==> config.mk <==
export PLATFORM = sky130hd
export DESIGN_NAME = fpu_req_sequencer
export DESIGN_NICKNAME = d
export VERILOG_FILES = /design/src/rtl/fpu_req_sequencer.sv
export SDC_FILE = /design/constraint.sdc
export NUM_CORES = 1
export LEC_CHECK = 0
export ABC_CLOCK_PERIOD_IN_PS = 11400
export BUFFER_PORTS_ARGS = -buffer_cell sky130_fd_sc_hd__buf_4
export CORE_MARGIN = 4
export CORE_UTILIZATION = 45
export DETAILED_ROUTE_END_ITERATION = 8
export PLACE_DENSITY = 0.65
export REMOVE_ABC_BUFFERS = 1
export SKIP_LAST_GASP = 1
export SLEW_MARGIN = 20
export SYNTH_ARGS = -nofsm -noshare
export SYNTH_HDL_FRONTEND = slang
export SYNTH_SLANG_ARGS = --single-unit
==> constraint.sdc <==
create_clock -name clk -period 11.4 [get_ports clk]
set_input_delay 1.71 -clock clk [delete_from_list [all_inputs] [get_ports clk]]
set_output_delay 1.71 -clock clk [all_outputs]
set_load 0.05 [all_outputs]
==> src/rtl/fpu_req_sequencer.sv <==
// Valid/ready issue sequencer for a fixed-latency pipelined FPU. Tagged results
// are collected into a response FIFO guarded by credits, so none is ever dropped.
module fpu_req_sequencer #(
  parameter int unsigned WIDTH   = 32,
  parameter int unsigned LATENCY = 4,
  parameter int unsigned DEPTH   = 8,
  parameter int unsigned TAG_W   = 4
) (
  input  logic             clk,
  input  logic             rst_n,
  input  logic             req_valid,
  output logic             req_ready,
  input  logic [2:0]       req_op,
  input  logic [1:0]       req_rmode,
  input  logic [WIDTH-1:0] req_opa,
  input  logic [WIDTH-1:0] req_opb,
  input  logic [TAG_W-1:0] req_tag,
  output logic [2:0]       fpu_op,
  output logic [1:0]       fpu_rmode,
  output logic [WIDTH-1:0] fpu_opa,
  output logic [WIDTH-1:0] fpu_opb,
  input  logic [WIDTH-1:0] fpu_out,
  input  logic [7:0]       fpu_flags,
  output logic             rsp_valid,
  input  logic             rsp_ready,
  output logic [WIDTH-1:0] rsp_data,
  output logic [7:0]       rsp_flags,
  output logic [TAG_W-1:0] rsp_tag,
  output logic             busy,
  output logic [15:0]      done_cnt
);

  localparam int unsigned PtrW = $clog2(DEPTH);
  localparam int unsigned CntW = PtrW + 1;

  logic             acc, push, pop, full, illegal;
  logic [CntW-1:0]  inflight_q, inflight_d, count_q, count_d;
  logic [CntW:0]    credits_used;
  logic [PtrW:0]    wr_ptr_q, rd_ptr_q;
  logic [PtrW-1:0]  wr_idx, rd_idx;
  logic [15:0]      done_q;

  logic [2:0]       fpu_op_q;
  logic [1:0]       fpu_rmode_q;
  logic [WIDTH-1:0] fpu_opa_q, fpu_opb_q;

  logic [LATENCY-1:0] pipe_vld_q, pipe_ill_q;
  logic [TAG_W-1:0]   pipe_tag_q [LATENCY];

  logic [WIDTH-1:0] mem_data_q  [DEPTH];
  logic [7:0]       mem_flags_q [DEPTH];
  logic [TAG_W-1:0] mem_tag_q   [DEPTH];

  // Every accepted request owns a slot until popped, so FIFO space is reserved up front.
  assign credits_used = {1'b0, inflight_q} + {1'b0, count_q};
  assign req_ready    = credits_used < (CntW + 1)'(DEPTH);
  assign acc          = req_valid & req_ready;
  assign illegal      = req_op[2];
  assign push         = pipe_vld_q[LATENCY-1];
  assign pop          = rsp_valid & rsp_ready;

  assign wr_idx = wr_ptr_q[PtrW-1:0];
  assign rd_idx = rd_ptr_q[PtrW-1:0];
  assign full   = (wr_ptr_q[PtrW] != rd_ptr_q[PtrW]) && (wr_idx == rd_idx);

  assign rsp_valid = count_q != '0;
  assign rsp_data  = rsp_valid ? mem_data_q[rd_idx]  : '0;
  assign rsp_flags = rsp_valid ? mem_flags_q[rd_idx] : '0;
  assign rsp_tag   = rsp_valid ? mem_tag_q[rd_idx]   : '0;
  assign busy      = (inflight_q != '0) || (count_q != '0);
  assign done_cnt  = done_q;

  assign fpu_op    = fpu_op_q;
  assign fpu_rmode = fpu_rmode_q;
  assign fpu_opa   = fpu_opa_q;
  assign fpu_opb   = fpu_opb_q;

  always_comb begin
    inflight_d = inflight_q + CntW'(acc) - CntW'(push);
    count_d    = count_q + CntW'(push) - CntW'(pop);
  end

  always_ff @(posedge clk or negedge rst_n) begin
    if (!rst_n) begin
      fpu_op_q    <= '0;
      fpu_rmode_q <= '0;
      fpu_opa_q   <= '0;
      fpu_opb_q   <= '0;
    end else if (acc) begin
      // Illegal ops still occupy a pipeline slot; feed the FPU a harmless add of zeros.
      fpu_op_q    <= illegal ? 3'd0 : req_op;
      fpu_rmode_q <= req_rmode;
      fpu_opa_q   <= illegal ? '0 : req_opa;
      fpu_opb_q   <= illegal ? '0 : req_opb;
    end
  end

  always_ff @(posedge clk or negedge rst_n) begin
    if (!rst_n) begin
      pipe_vld_q <= '0;
      pipe_ill_q <= '0;
      for (int i = 0; i < LATENCY; i++) pipe_tag_q[i] <= '0;
    end else begin
      pipe_vld_q[0] <= acc;
      pipe_ill_q[0] <= illegal;
      pipe_tag_q[0] <= req_tag;
      for (int i = 1; i < LATENCY; i++) begin
        pipe_vld_q[i] <= pipe_vld_q[i-1];
        pipe_ill_q[i] <= pipe_ill_q[i-1];
        pipe_tag_q[i] <= pipe_tag_q[i-1];
      end
    end
  end

  always_ff @(posedge clk or negedge rst_n) begin
    if (!rst_n) begin
      inflight_q <= '0;
      count_q    <= '0;
      wr_ptr_q   <= '0;
      rd_ptr_q   <= '0;
      done_q     <= '0;
    end else begin
      inflight_q <= inflight_d;
      count_q    <= count_d;
      if (push) wr_ptr_q <= wr_ptr_q + 1'b1;
      if (pop) begin
        rd_ptr_q <= rd_ptr_q + 1'b1;
        done_q   <= done_q + 16'd1;
      end
    end
  end

  always_ff @(posedge clk) begin
    if (push) begin
      mem_data_q[wr_idx]  <= pipe_ill_q[LATENCY-1] ? '1 : fpu_out;
      mem_flags_q[wr_idx] <= pipe_ill_q[LATENCY-1] ? 8'b0010_0000 : fpu_flags;
      mem_tag_q[wr_idx]   <= pipe_tag_q[LATENCY-1];
    end
  end

endmodule

==> results.sh <==
export IMPL_worstHoldStart="pipe_tag_q[9]"
export IMPL_tritoncts="built"
export IMPL_die_h_microns=211
export IMPL_synth_top_family_by_area="multiplexers"
export IMPL_worstReg2RegStart="count_q[2]"
export IMPL_rows=74
export IMPL_die_area_sq_mm=0.0446
export IMPL_seq_power_share_pct=36.0
export IMPL_drive_gt1_share_pct=35.0
export IMPL_crit_path_end_kind="output port"
export IMPL_synthAdderAreaFrac_pct=1.29
export IMPL_synth_cells=1061
export IMPL_finalNetCount=1450
export IMPL_via_count=9666
export IMPL_yosysUniqueCellTypes=37
export IMPL_grt_ovfl_total=0
export IMPL_grt_max_degree=76
export IMPL_num_fill_cells=3229
export IMPL_ys_flop_type="edfxtp_1"
export IMPL_tightest_slew_ns=1.04
export IMPL_synthMuxAreaShare_pct=13.4
export IMPL_dpl_cell_area_sq_mm=0.0210
export IMPL_finalClockSkew_ns=0.0103
export IMPL_start_kind="flop"
export IMPL_syn_cell_area_sq_mm=0.0186
export IMPL_synth_compound_area_share_pct=2.05
export IMPL_insertion_delay_ns=0.56
export IMPL_ys_warn_count=0
export IMPL_path_delay_family="buffers and inverters"
export IMPL_first_iter_violations=527
export IMPL_crit_type="flop to output port"
export IMPL_start_util_pct=45.5
export IMPL_synth_seq_cells=474
export IMPL_crit_required_ns=9.69
export IMPL_die_w_microns=211
export IMPL_clkPwrFrac_pct=24.3
export IMPL_clkTransAtPathRegs_ns=0.06
export IMPL_cp_num_cells=5
export IMPL_finalCritPeriodShare_pct=46.2
export IMPL_synth_edff_count=352
export IMPL_holdWs_ns=0.348
export IMPL_synth_area_leaders="edfxtp_1 57%, dfrtp_1 16%, mux4_2 11%, mux2i_1 2.4%, nand2b_1 2.3%"
export IMPL_syn2layout_area_growth_pct=21.6
export IMPL_power_switching_mw=2.57
export IMPL_rr_endpoint="count_q[2]"
export IMPL_rsz0062_at_grt="no"
export IMPL_grt_pass1_vias=10495
export IMPL_cts_made_buffers=49
export IMPL_viasPerCell=5.12
export IMPL_cts_buffer_depth=3
export IMPL_rrSetupSlack_ns=8.19
export IMPL_post_cts_resized=0
export IMPL_p_comb_share_pct=39.7
export IMPL_postCtsHoldBufs=0
export IMPL_holdPathEnd="pipe_tag_q[5]"
export IMPL_crit_buf_inv=2
export IMPL_min_period_ns=5.27
export IMPL_setup_slack_ns=6.13
export IMPL_hold_depth=0
export IMPL_core_area_sq_mm=0.0408
export IMPL_synth_xor_area_share_pct=1.08
export IMPL_hold_viol=0
export IMPL_synth_area_per_cell_sq_um=17.5
export IMPL_insertedDiodeCount=0
export IMPL_critPathMostFrequentCell="buf_4"
export IMPL_clockRootBuffer="clkbuf_16"
export IMPL_hpwl_microns=22500
export IMPL_crit_path_top_delay_cell="dfrtp_4"
export IMPL_cp_arrival_ns=3.56
export IMPL_cts_setup_buffers=0
export IMPL_async_flop_share_pct=25.7
export IMPL_finalWirelength_microns=39700
export IMPL_synthSimpleGateAreaFrac_pct=6.94
export IMPL_fin_util_pct=55.4
export IMPL_tns_ns=0
export IMPL_final_area_sq_mm=0.0226
export IMPL_ctsHtreeMaxLevel=2
export IMPL_power_density_mw_per_mm2=289
export IMPL_maxSlewHeadroom_pct=31.0
export IMPL_leakagePower_nw=8.55
export IMPL_routabilityCongestion=0.780
export IMPL_switching_share_pct=39.3
export IMPL_max_freq_mhz=190
export IMPL_hp_class="flop to flop"
export IMPL_ir_worst_vdd_uv=204
export IMPL_post_route_drc_count=0
export IMPL_cap_violations=0
export IMPL_place_ws_ns=6.57
export IMPL_synth_top_cell_by_area="edfxtp_1"
export IMPL_status="complete, no violations"
export IMPL_drtAntennaViolNets=0
export IMPL_io_buffers=247
export IMPL_reg2reg_depth=13
export IMPL_critPathMaxStageDelay_ns=0.98
export IMPL_post_drt_wl_per_cell_microns=21.0
export IMPL_path_cells="buf_4 > mux4_2 > mux2i_1 > nor2_1 > buf_4"
export IMPL_grt_use_total_pct=18.1
export IMPL_grt_pass1_wl_microns=62200
export IMPL_io_pin_count=249
export IMPL_ys_seq_area_share_pct=73.3
export IMPL_synth_top_area_share_pct=56.8
export IMPL_antenna_found_initial=1
export IMPL_crit_fanout=50
export IMPL_clock_sinks=474
export IMPL_setup_viol=0
export IMPL_first_pass_iters=4
export IMPL_internal_power_mw=3.97
export IMPL_slew_violations=0
-- per-layer routing --
layer / global-route usage [%] / routed length [microns] / vias to the layer above
li1: - / - / 4467
met1: 25.0 / 16800 / 4851
met2: 28.7 / 18900 / 310
met3: 5.72 / 3460 / 38
met4: 4.34 / 532 / 0
met5: 0 / 0 / -
-- power by group through the flow --
stage               logic, mW  registers, mW  clock network, mW
finish                   2.60           2.35               1.58
global route             2.78           2.40               1.71
CTS                      2.64           2.36               1.63
detailed placement       2.64           2.39                  0
global placement         2.62           2.38                  0
floorplan                1.41           2.85                  0
-- flip-flops by register name, summed over array words and instances, names as in the netlist, 4 cells and up --
register	flops
count_q	4
fpu_opa	32
pipe_ill_q	4
inflight_q	4
fpu_opb	32
pipe_tag_q	16
done_cnt	16
mem_tag_q	32
pipe_vld_q	4
mem_data_q	256
mem_flags_q	64
-- cell usage in the layout, fill, tap and decap left out, types with 4 or more instances in the layout --
| cell type | count |
|---|---|
| ha_1 | 16 |
| clkbuf_1 | 12 |
| mux4_2 | 88 |
| clkbuf_16 | 51 |
| nor2b_1 | 7 |
| o21ai_0 | 17 |
| mux2i_1 | 44 |
| dfrtp_1 | 118 |
| xor2_1 | 7 |
| xnor2_1 | 16 |
| clkinv_2 | 10 |
| nor2_4 | 6 |
| buf_4 | 260 |
| inv_1 | 19 |
| nand3_1 | 6 |
| edfxtp_1 | 352 |
| or2_2 | 33 |
| bufinv_16 | 4 |
| nand2_1 | 78 |
| clkinv_1 | 6 |
| nor2_1 | 47 |
| nand2b_1 | 69 |
| o21ai_1 | 49 |
| clkbuf_8 | 5 |
-- cell families (layout without fill, tap and decap cells) --
group,after synthesis,count (layout)
other,1,1
and+or+nand+nor,259,259
muxes,137,137
xor gates and xnor gates,23,23
AOI/OAI and AO/OA,73,73
DFF,474,474
buffers and inverters,76,370
adders and majority gates,18,18
-- worst reg2reg max path, cell delays in order (launching register included) --
cell	delay, ns
dfrtp_1	0.39
inv_1	0.08
ha_1	0.14
nor3b_2	0.14
buf_4	0.64
inv_1	0.25
nand2_1	0.30
inv_1	0.08
ha_1	0.29
inv_1	0.05
ha_1	0.15
inv_1	0.06
fa_1	0.38
xnor2_1	0.14
-- cell type report --
cell class / count / area (sq um) / area share (%)
clock buffers: 69 / 1400 / 6.18
well taps: 532 / 666 / 2.94
repair buffers: 260 / 1950 / 8.63
flip-flops and latches: 474 / 13600 / 60.3
inverters: 19 / 71.3 / 0.315
clock inverters: 22 / 215 / 0.952
multi-input cells: 511 / 4670 / 20.7
-- worst max-delay path by stage --
| stage | from | to |
|---|---|---|
| 2_1_floorplan | rd_ptr_q[0] | rsp_data[0] |
| 3_3_place_gp | rd_ptr_q[0] | rsp_data[23] |
| 3_5_place_dp | rd_ptr_q[0] | rsp_data[29] |
| 4_1_cts | rd_ptr_q[0] | rsp_data[29] |
| 5_1_grt | rd_ptr_q[0] | rsp_data[0] |
| 6_report | rd_ptr_q[0] | rsp_data[30] |
-- stage by stage --
stage | power (mW) | instances
after floorplan | 4.26 | 1004
after global placement | 5.00 | 1796
after detailed placement | 5.03 | 1796
after CTS | 6.63 | 1887
after global routing | 6.88 | 1887
final | 6.53 | 1887
-- cells in the mapped netlist (all sizes together), types with 2 or more instances --
library cell and count:
nor4 2, or2 33, clkbuf 28, xor2 7, nand2 78, mux2 5, fa 2, nor2b 7
nor3 3, o21ai 66, a21oi 2, inv 19, nand3 6, xnor2 16, nor2 53, a21o 3
nand2b 69, mux2i 44, nand4 3, dfrtp 122, mux4 88, buf 29, ha 16, edfxtp 352
Note: power is estimated with default switching activity, not from simulation.
